==> src/rtl/imem_loader.sv <==
// Boot-time instruction-memory loader: length-prefixed byte stream in, big-endian
// 32-bit word writes out, CPU held in reset until the whole image is written.
module imem_loader #(
  parameter int unsigned ADDR_W = 8
) (
  input  logic              clk,
  input  logic              reset,
  input  logic [7:0]        in_data,
  input  logic              in_valid,
  output logic              in_ready,
  output logic              im_we,
  output logic [ADDR_W-1:0] im_addr,
  output logic [31:0]       im_wdata,
  output logic              cpu_hold,
  output logic              done,
  output logic              overflow,
  output logic [31:0]       checksum,
  output logic [15:0]       words_loaded
);

  typedef enum logic [2:0] {
    S_LEN_HI,
    S_LEN_LO,
    S_DATA,
    S_FLUSH,
    S_DONE
  } state_t;

  localparam logic [ADDR_W:0] IDX_ONE = 1;

  state_t            state_q, state_d;
  logic [15:0]       len_q, len_d;
  logic [1:0]        bcnt_q, bcnt_d;
  // Only the first three bytes need storage; the fourth goes straight into the word.
  logic [23:0]       asm_q, asm_d;
  logic [ADDR_W:0]   widx_q, widx_d;
  logic              we_q, we_d;
  logic [ADDR_W-1:0] addr_q, addr_d;
  logic [31:0]       wdata_q, wdata_d;
  logic              hold_q, hold_d;
  logic              done_q, done_d;
  logic              ovf_q, ovf_d;
  logic [31:0]       cks_q, cks_d;
  logic [15:0]       words_q, words_d;
  logic              accept;

  assign in_ready = (state_q == S_LEN_HI) || (state_q == S_LEN_LO) || (state_q == S_DATA);
  assign accept   = in_valid && in_ready;

  always_comb begin
    state_d = state_q;
    len_d   = len_q;
    bcnt_d  = bcnt_q;
    asm_d   = asm_q;
    widx_d  = widx_q;
    we_d    = 1'b0;
    addr_d  = addr_q;
    wdata_d = wdata_q;
    ovf_d   = ovf_q;
    cks_d   = cks_q;
    words_d = words_q;
    case (state_q)
      S_LEN_HI: begin
        if (accept) begin
          len_d[15:8] = in_data;
          state_d     = S_LEN_LO;
        end
      end
      S_LEN_LO: begin
        if (accept) begin
          len_d[7:0] = in_data;
          state_d    = ({len_q[15:8], in_data} == 16'd0) ? S_DONE : S_DATA;
        end
      end
      S_DATA: begin
        if (accept) begin
          asm_d  = {asm_q[15:0], in_data};
          bcnt_d = bcnt_q + 2'd1;
          if (bcnt_q == 2'd3) begin
            // Index MSB set means past the end of memory; it saturates so a long
            // image can never wrap back and overwrite low addresses.
            wdata_d = {asm_q, in_data};
            addr_d  = widx_q[ADDR_W-1:0];
            we_d    = !widx_q[ADDR_W];
            ovf_d   = ovf_q | widx_q[ADDR_W];
            cks_d   = cks_q ^ {asm_q, in_data};
            words_d = words_q + 16'd1;
            widx_d  = widx_q[ADDR_W] ? widx_q : widx_q + IDX_ONE;
            bcnt_d  = '0;
            if (words_d == len_q) state_d = S_FLUSH;
          end
        end
      end
      S_FLUSH: state_d = S_DONE;
      default: state_d = S_DONE;
    endcase
    done_d = (state_q == S_DONE);
    hold_d = !done_d;
  end

  always_ff @(posedge clk) begin
    if (reset) begin
      state_q <= S_LEN_HI;
      len_q   <= '0;
      bcnt_q  <= '0;
      asm_q   <= '0;
      widx_q  <= '0;
      we_q    <= 1'b0;
      addr_q  <= '0;
      wdata_q <= '0;
      hold_q  <= 1'b1;
      done_q  <= 1'b0;
      ovf_q   <= 1'b0;
      cks_q   <= '0;
      words_q <= '0;
    end else begin
      state_q <= state_d;
      len_q   <= len_d;
      bcnt_q  <= bcnt_d;
      asm_q   <= asm_d;
      widx_q  <= widx_d;
      we_q    <= we_d;
      addr_q  <= addr_d;
      wdata_q <= wdata_d;
      hold_q  <= hold_d;
      done_q  <= done_d;
      ovf_q   <= ovf_d;
      cks_q   <= cks_d;
      words_q <= words_d;
    end
  end

  assign im_we        = we_q;
  assign im_addr      = addr_q;
  assign im_wdata     = wdata_q;
  assign cpu_hold     = hold_q;
  assign done         = done_q;
  assign overflow     = ovf_q;
  assign checksum     = cks_q;
  assign words_loaded = words_q;

endmodule

==> config.mk <==
export PLATFORM = sky130hd
export DESIGN_NAME = imem_loader
export DESIGN_NICKNAME = d
export VERILOG_FILES = /design/src/rtl/imem_loader.sv
export SDC_FILE = /design/constraint.sdc
export NUM_CORES = 1
export LEC_CHECK = 0
export CORE_MARGIN = 3
export CORE_UTILIZATION = 45
export DETAILED_ROUTE_END_ITERATION = 6
export PLACE_DENSITY = 0.68
export SLEW_MARGIN = 20
export SYNTH_ARGS = -nofsm -noshare
export SYNTH_HDL_FRONTEND = slang
export SYNTH_SLANG_ARGS = --single-unit
==> constraint.sdc <==
create_clock -name clk -period 4.2 [get_ports clk]
set_clock_uncertainty 0.15 [all_clocks]
set_input_delay 0.63 -clock clk [delete_from_list [all_inputs] [get_ports clk]]
set_output_delay 0.63 -clock clk [all_outputs]
set_load 0.01 [all_outputs]
-- Yosys cells after proc, flatten, opt, wreduce, memory -nomap -nowiden
Index checks and enable logic that the tools add are counted.
- logic and storage cells: 57
- input port bits: 11
- register bits: 146
- output and inout bits: 93
- $add $sub $neg: 3
- eq/ne operators: 10
- bitwise operators: 6
- muxes and demuxes: 9
- reductions and logical operators: 14
- operators with widths (kind ; count):
    32-bit XOR ; 1
    3-bit 2-to-1 mux ; 6
    16-bit by 1-bit adder with 16-bit output, second input constant ; 1
    16-bit equality test ; 1
    16-bit zero test ; 1
    9-bit by 1-bit adder with 9-bit output, second input constant ; 1
    9-bit 2-to-1 mux ; 1
    3-bit one-hot mux with 3 select lines ; 1
    2-bit != test, second input constant ; 3
    2-bit AND reduction ; 3
    5-bit AND reduction ; 1
    2-bit by 1-bit != test with 1-bit output, second input constant ; 2
    1-bit NOT ; 4
    4-bit AND reduction ; 1
    4-bit OR reduction ; 1
    3-bit by 1-bit equality test with 1-bit output, second input constant ; 1
    3-bit by 2-bit equality test with 1-bit output, second input constant ; 1
    3-bit equality test, second input constant ; 1
    3-bit zero test ; 1
    3-bit AND reduction ; 1
    2-bit by 1-bit adder with 2-bit output, second input constant ; 1
    2-bit equality test, second input constant ; 1
    1-bit zero test ; 2
    1-bit logical OR ; 2
    3 further kinds ; 3

-- Longest topological paths before layout
- word-level depth: 6
- mapped depth: 9
- depth with buffers taken out: 7

-- Worst setup path after synthesis
Ideal clock, no wire load.
- kind: register to register
- start: register words_q[0] (netlist: words_loaded[0])
- end: register state_q[0]
- path buffers: 1
- clock period less this slack: 2.161 ns
- setup time: 0.059 ns
- cell stages (with the launch flop): 9
- setup slack: 2.039 ns
- data required time: 3.991 ns
- arrival time: 1.953 ns
- cell sequence: dfxtp_1 > ha_1 > and3_1 > buf_2 > a31oi_1 > a2111oi_2 > nand4_1 > a2111oi_2 > a31o_1
- word-level cells in the longest chain between the ends: 4
- RTL lines (element ; line ; text):
    start, declared ; 44 ; logic [15:0] words_q, words_d;
    start signal, assigned ; 129 ; words_q <= words_d;
    16-bit by 1-bit adder with 16-bit output ; 87 ; words_d = words_q + 16'd1;
    16-bit equality test ; 90 ; if (words_d == len_q) state_d = S_FLUSH;
    2-bit by 1-bit != test with 1-bit output (no source line) ; n/a ;
    5-bit AND reduction (no source line) ; n/a ;
    end signal, assigned ; 117 ; state_q <= state_d;
    end, declared ; 31 ; state_t state_q, state_d;
Every way passes these cells.
A chain may end at the register's enable or synchronous reset.

-- Worst setup path after layout
- start: input in_valid
- end: register cks_q[16] (netlist: checksum[16])
- word-level cells in the longest chain between the ends: 2
- RTL lines (element ; line ; text):
    start, declared ; 9 ; input logic in_valid,
    1-bit logical AND ; 48 ; assign accept = in_valid && in_ready;
    3-bit AND reduction (no source line) ; n/a ;
    end signal, assigned ; 128 ; cks_q <= cks_d;
    end, declared ; 43 ; logic [31:0] cks_q, cks_d;
Every way passes these cells.

==> results.sh <==
export IMPL_synth_compound_area_share_pct=10.9
export IMPL_vdd_drop_max_mv=0.371
export IMPL_antenna_found_initial=0
export IMPL_grt_max_degree=102
export IMPL_drv_slew=0
export IMPL_gp_congestion=0.837
export IMPL_postSynthNetCount=703
export IMPL_yosys_area_share_simple_pct=23.5
export IMPL_fp_dieW_um=119
export IMPL_grt_usage_pct=20.4
export IMPL_area_growth_pct=29.1
export IMPL_vias_per_cell=5.13
export IMPL_period_needed_ns=2.59
export IMPL_setup_viol=0
export IMPL_dp_cells=924
export IMPL_synth_top_family_by_area="simple AND/OR/NAND/NOR gates"
export IMPL_grt_pass1_vias=4798
export IMPL_end_kind="flop"
export IMPL_synth_top_area_share_pct=50.7
export IMPL_crit_path_top_delay_cell="clkdlybuf4s50_1"
export IMPL_io_pins=104
export IMPL_wl_mm=14.0
export IMPL_synth_most_common_cell="nand2_1"
export IMPL_maxCapViolations=0
export IMPL_clkLatencyLatePin_ns=0.42
export IMPL_vias=4902
export IMPL_fmax_mhz=386
export IMPL_dieArea_um2=14200
export IMPL_synthTopCellsByCount="181 x nand2_1, 146 x dfxtp_1, 93 x a21oi_1"
export IMPL_ys_flop_type="dfxtp_1"
export IMPL_drc=0
export IMPL_dp_hpwl_mm=9.63
export IMPL_num_nets_final=789
export IMPL_crit_start="in_valid"
export IMPL_yosysTopAreaCell="dfxtp_1"
export IMPL_die_h_um=119
export IMPL_hold_class="reg -> reg"
export IMPL_hold_violations=0
export IMPL_port_buffers=103
export IMPL_syn_cell_area_um2=5770
export IMPL_synth_edf_count=0
export IMPL_syn_avg_cell_area_um2=8.37
export IMPL_r2r_start="words_loaded[0]$_SDFFE_PP0P_"
export IMPL_drt_wirelength_per_cell_um=14.6
export IMPL_core_um2=12300
export IMPL_postRouteAntennaNets=0
export IMPL_cts_tree="yes"
export IMPL_cts_buffers=17
export IMPL_clock_sinks=146
export IMPL_initial_core_util_pct=47.0
export IMPL_synthAdderAreaFrac_pct=0.651
export IMPL_fin_crit_sh_pct=61.7
export IMPL_antenna_cells=0
export IMPL_drt_initial_drc_count=340
export IMPL_pwr_density_cell_nw_per_um2=401
export IMPL_fin_tns_setup_ns=0
export IMPL_worstSetupPathType="in -> reg"
export IMPL_start_kind="input port"
export IMPL_crit_arrival_ns=2.71
export IMPL_status="finished clean"
export IMPL_ctsResizeCount=0
export IMPL_synthCells=689
export IMPL_cp_data_required_time_ns=4.32
export IMPL_stdcell_count=955
export IMPL_synth_cell_types=44
export IMPL_drive_gt1_share_pct=5.46
export IMPL_worstHoldStart="im_addr[0]$_SDFFE_PP0P_"
export IMPL_drtPass1Iterations=4
export IMPL_synth_xor_xnor_area_share_pct=10.6
export IMPL_cts_max_level=4
export IMPL_synthMuxAreaShare_pct=0.174
export IMPL_ys_seq_elements=146
export IMPL_slew_limit_headroom_pct=33.0
export IMPL_synth_seq_area_share_pct=50.7
export IMPL_crit_chain="clkdlybuf4s50_1 -> nand4bb_1 -> nor2_4 -> buf_4 -> nand2_1 -> xor2_1 -> nor2_1"
export IMPL_cp_max_fo=32
export IMPL_cts_hold_buf=0
export IMPL_clockBufferDepth=2
export IMPL_gr_total_overflow=0
export IMPL_yosysWarnings=0
export IMPL_placementRows=40
export IMPL_power_leakage_nw=2.56
export IMPL_cpPeakStageDelay_ns=0.57
export IMPL_clk_pin_slew_worst_paths_ns=0.06
export IMPL_async_reset_ff_share_pct=0
export IMPL_grt_pass1_wl_mm=23.6
export IMPL_clock_root_buffer="clkbuf_16"
export IMPL_tightest_slew_ns=1.01
export IMPL_synth_area_leaders="dfxtp_1 51%, nand2_1 12%, a21oi_1 8.1%"
export IMPL_rsz0062_at_grt="no"
export IMPL_utilization_pct=60.7
export IMPL_post_cts_repair_setup_buffers=0
## cells by family after synthesis
group | Yosys count
compound gates | 114
flops | 146
simple gates | 310
mux | 1
buf+inv | 45
xor+xnor | 70
fa+ha+maj | 3
## sequential cells by signal, summed over array words and instances, names as in the netlist
signal and count:
im_wdata 32, words_loaded 16, asm_q 24, state_q 3
widx_q 9, done 1, cpu_hold 1, im_addr 8
bcnt_q 2, checksum 32, im_we 1, len_q 16
overflow 1
## stage by stage
step / hold WS, ns / power, W / instance area [um^2] / setup WS [ns]
final: 0.305 / 0.00299 / 7440 / 1.61
after global routing: 0.330 / 0.00309 / 7440 / 1.46
after CTS: 0.307 / 0.00302 / 7440 / 1.61
after detailed placement: 0.298 / 0.00156 / 6870 / 1.18
after global placement: 0.291 / 0.00156 / 6870 / 1.29
after floorplan: 0.287 / 0.00152 / 5770 / 2.04
## worst paths after layout
check | end | slack (ns) | cells after the start
worst max register to register | state_q[0]$_SDFFE_PP0P_ | 1.76 | 7
worst min-delay path | im_addr[0]$_SDFFE_PP0P_ | 0.30 | 2
worst min register to register | im_addr[0]$_SDFFE_PP0P_ | 0.30 | 2
worst max-delay path | checksum[16]$_SDFFE_PP0P_ | 1.61 | 7
## final cells by class
class / instances / area, um^2
clock buffer: 22 / 464
clock inverter: 9 / 108
fill: 1096 / 4820
inverter: 3 / 11.3
multi-input combinational: 498 / 2650
sequential: 146 / 2920
tap: 168 / 210
timing repair buffer: 109 / 1070
## placed cells by master (no fill, tap or decap), types with 4 or more instances in the layout
master / instances
nand2_1: 180
dfxtp_1: 146
clkdlybuf4s50_1: 102
a21oi_1: 93
nor2_1: 63
xor2_1: 48
xnor2_1: 22
clkbuf_16: 17
nand4_1: 10
nand3_1: 10
nor3_1: 9
nor4_1: 8
buf_4: 7
or3_1: 5
and4_1: 4
nand2b_1: 4
a31oi_1: 4
## critical path: cells and delay by family
kind	cells	cell delay, ns
simple gates	4	0.88
buf+inv	2	0.99
xor+xnor	1	0.18
## per-layer routing
metal | vias up | routed length, um | track usage [%]
met4 | 0 | 208 | 7.17
met1 | 2297 | 6360 | 26.5
met3 | 17 | 833 | 6.22
met5 | - | 0 | 0
met2 | 134 | 6580 | 32.3
li1 | 2454 | - | -
## where the power goes
part | switching, W | internal [W] | total [W]
clock | 0.000556 | 0.000900 | 0.00146
sequential | 0.0000194 | 0.00140 | 0.00142
combinational | 0.0000714 | 0.0000389 | 0.000110
total | 0.000647 | 0.00234 | 0.00299
(Power assumes the default switching activity.)
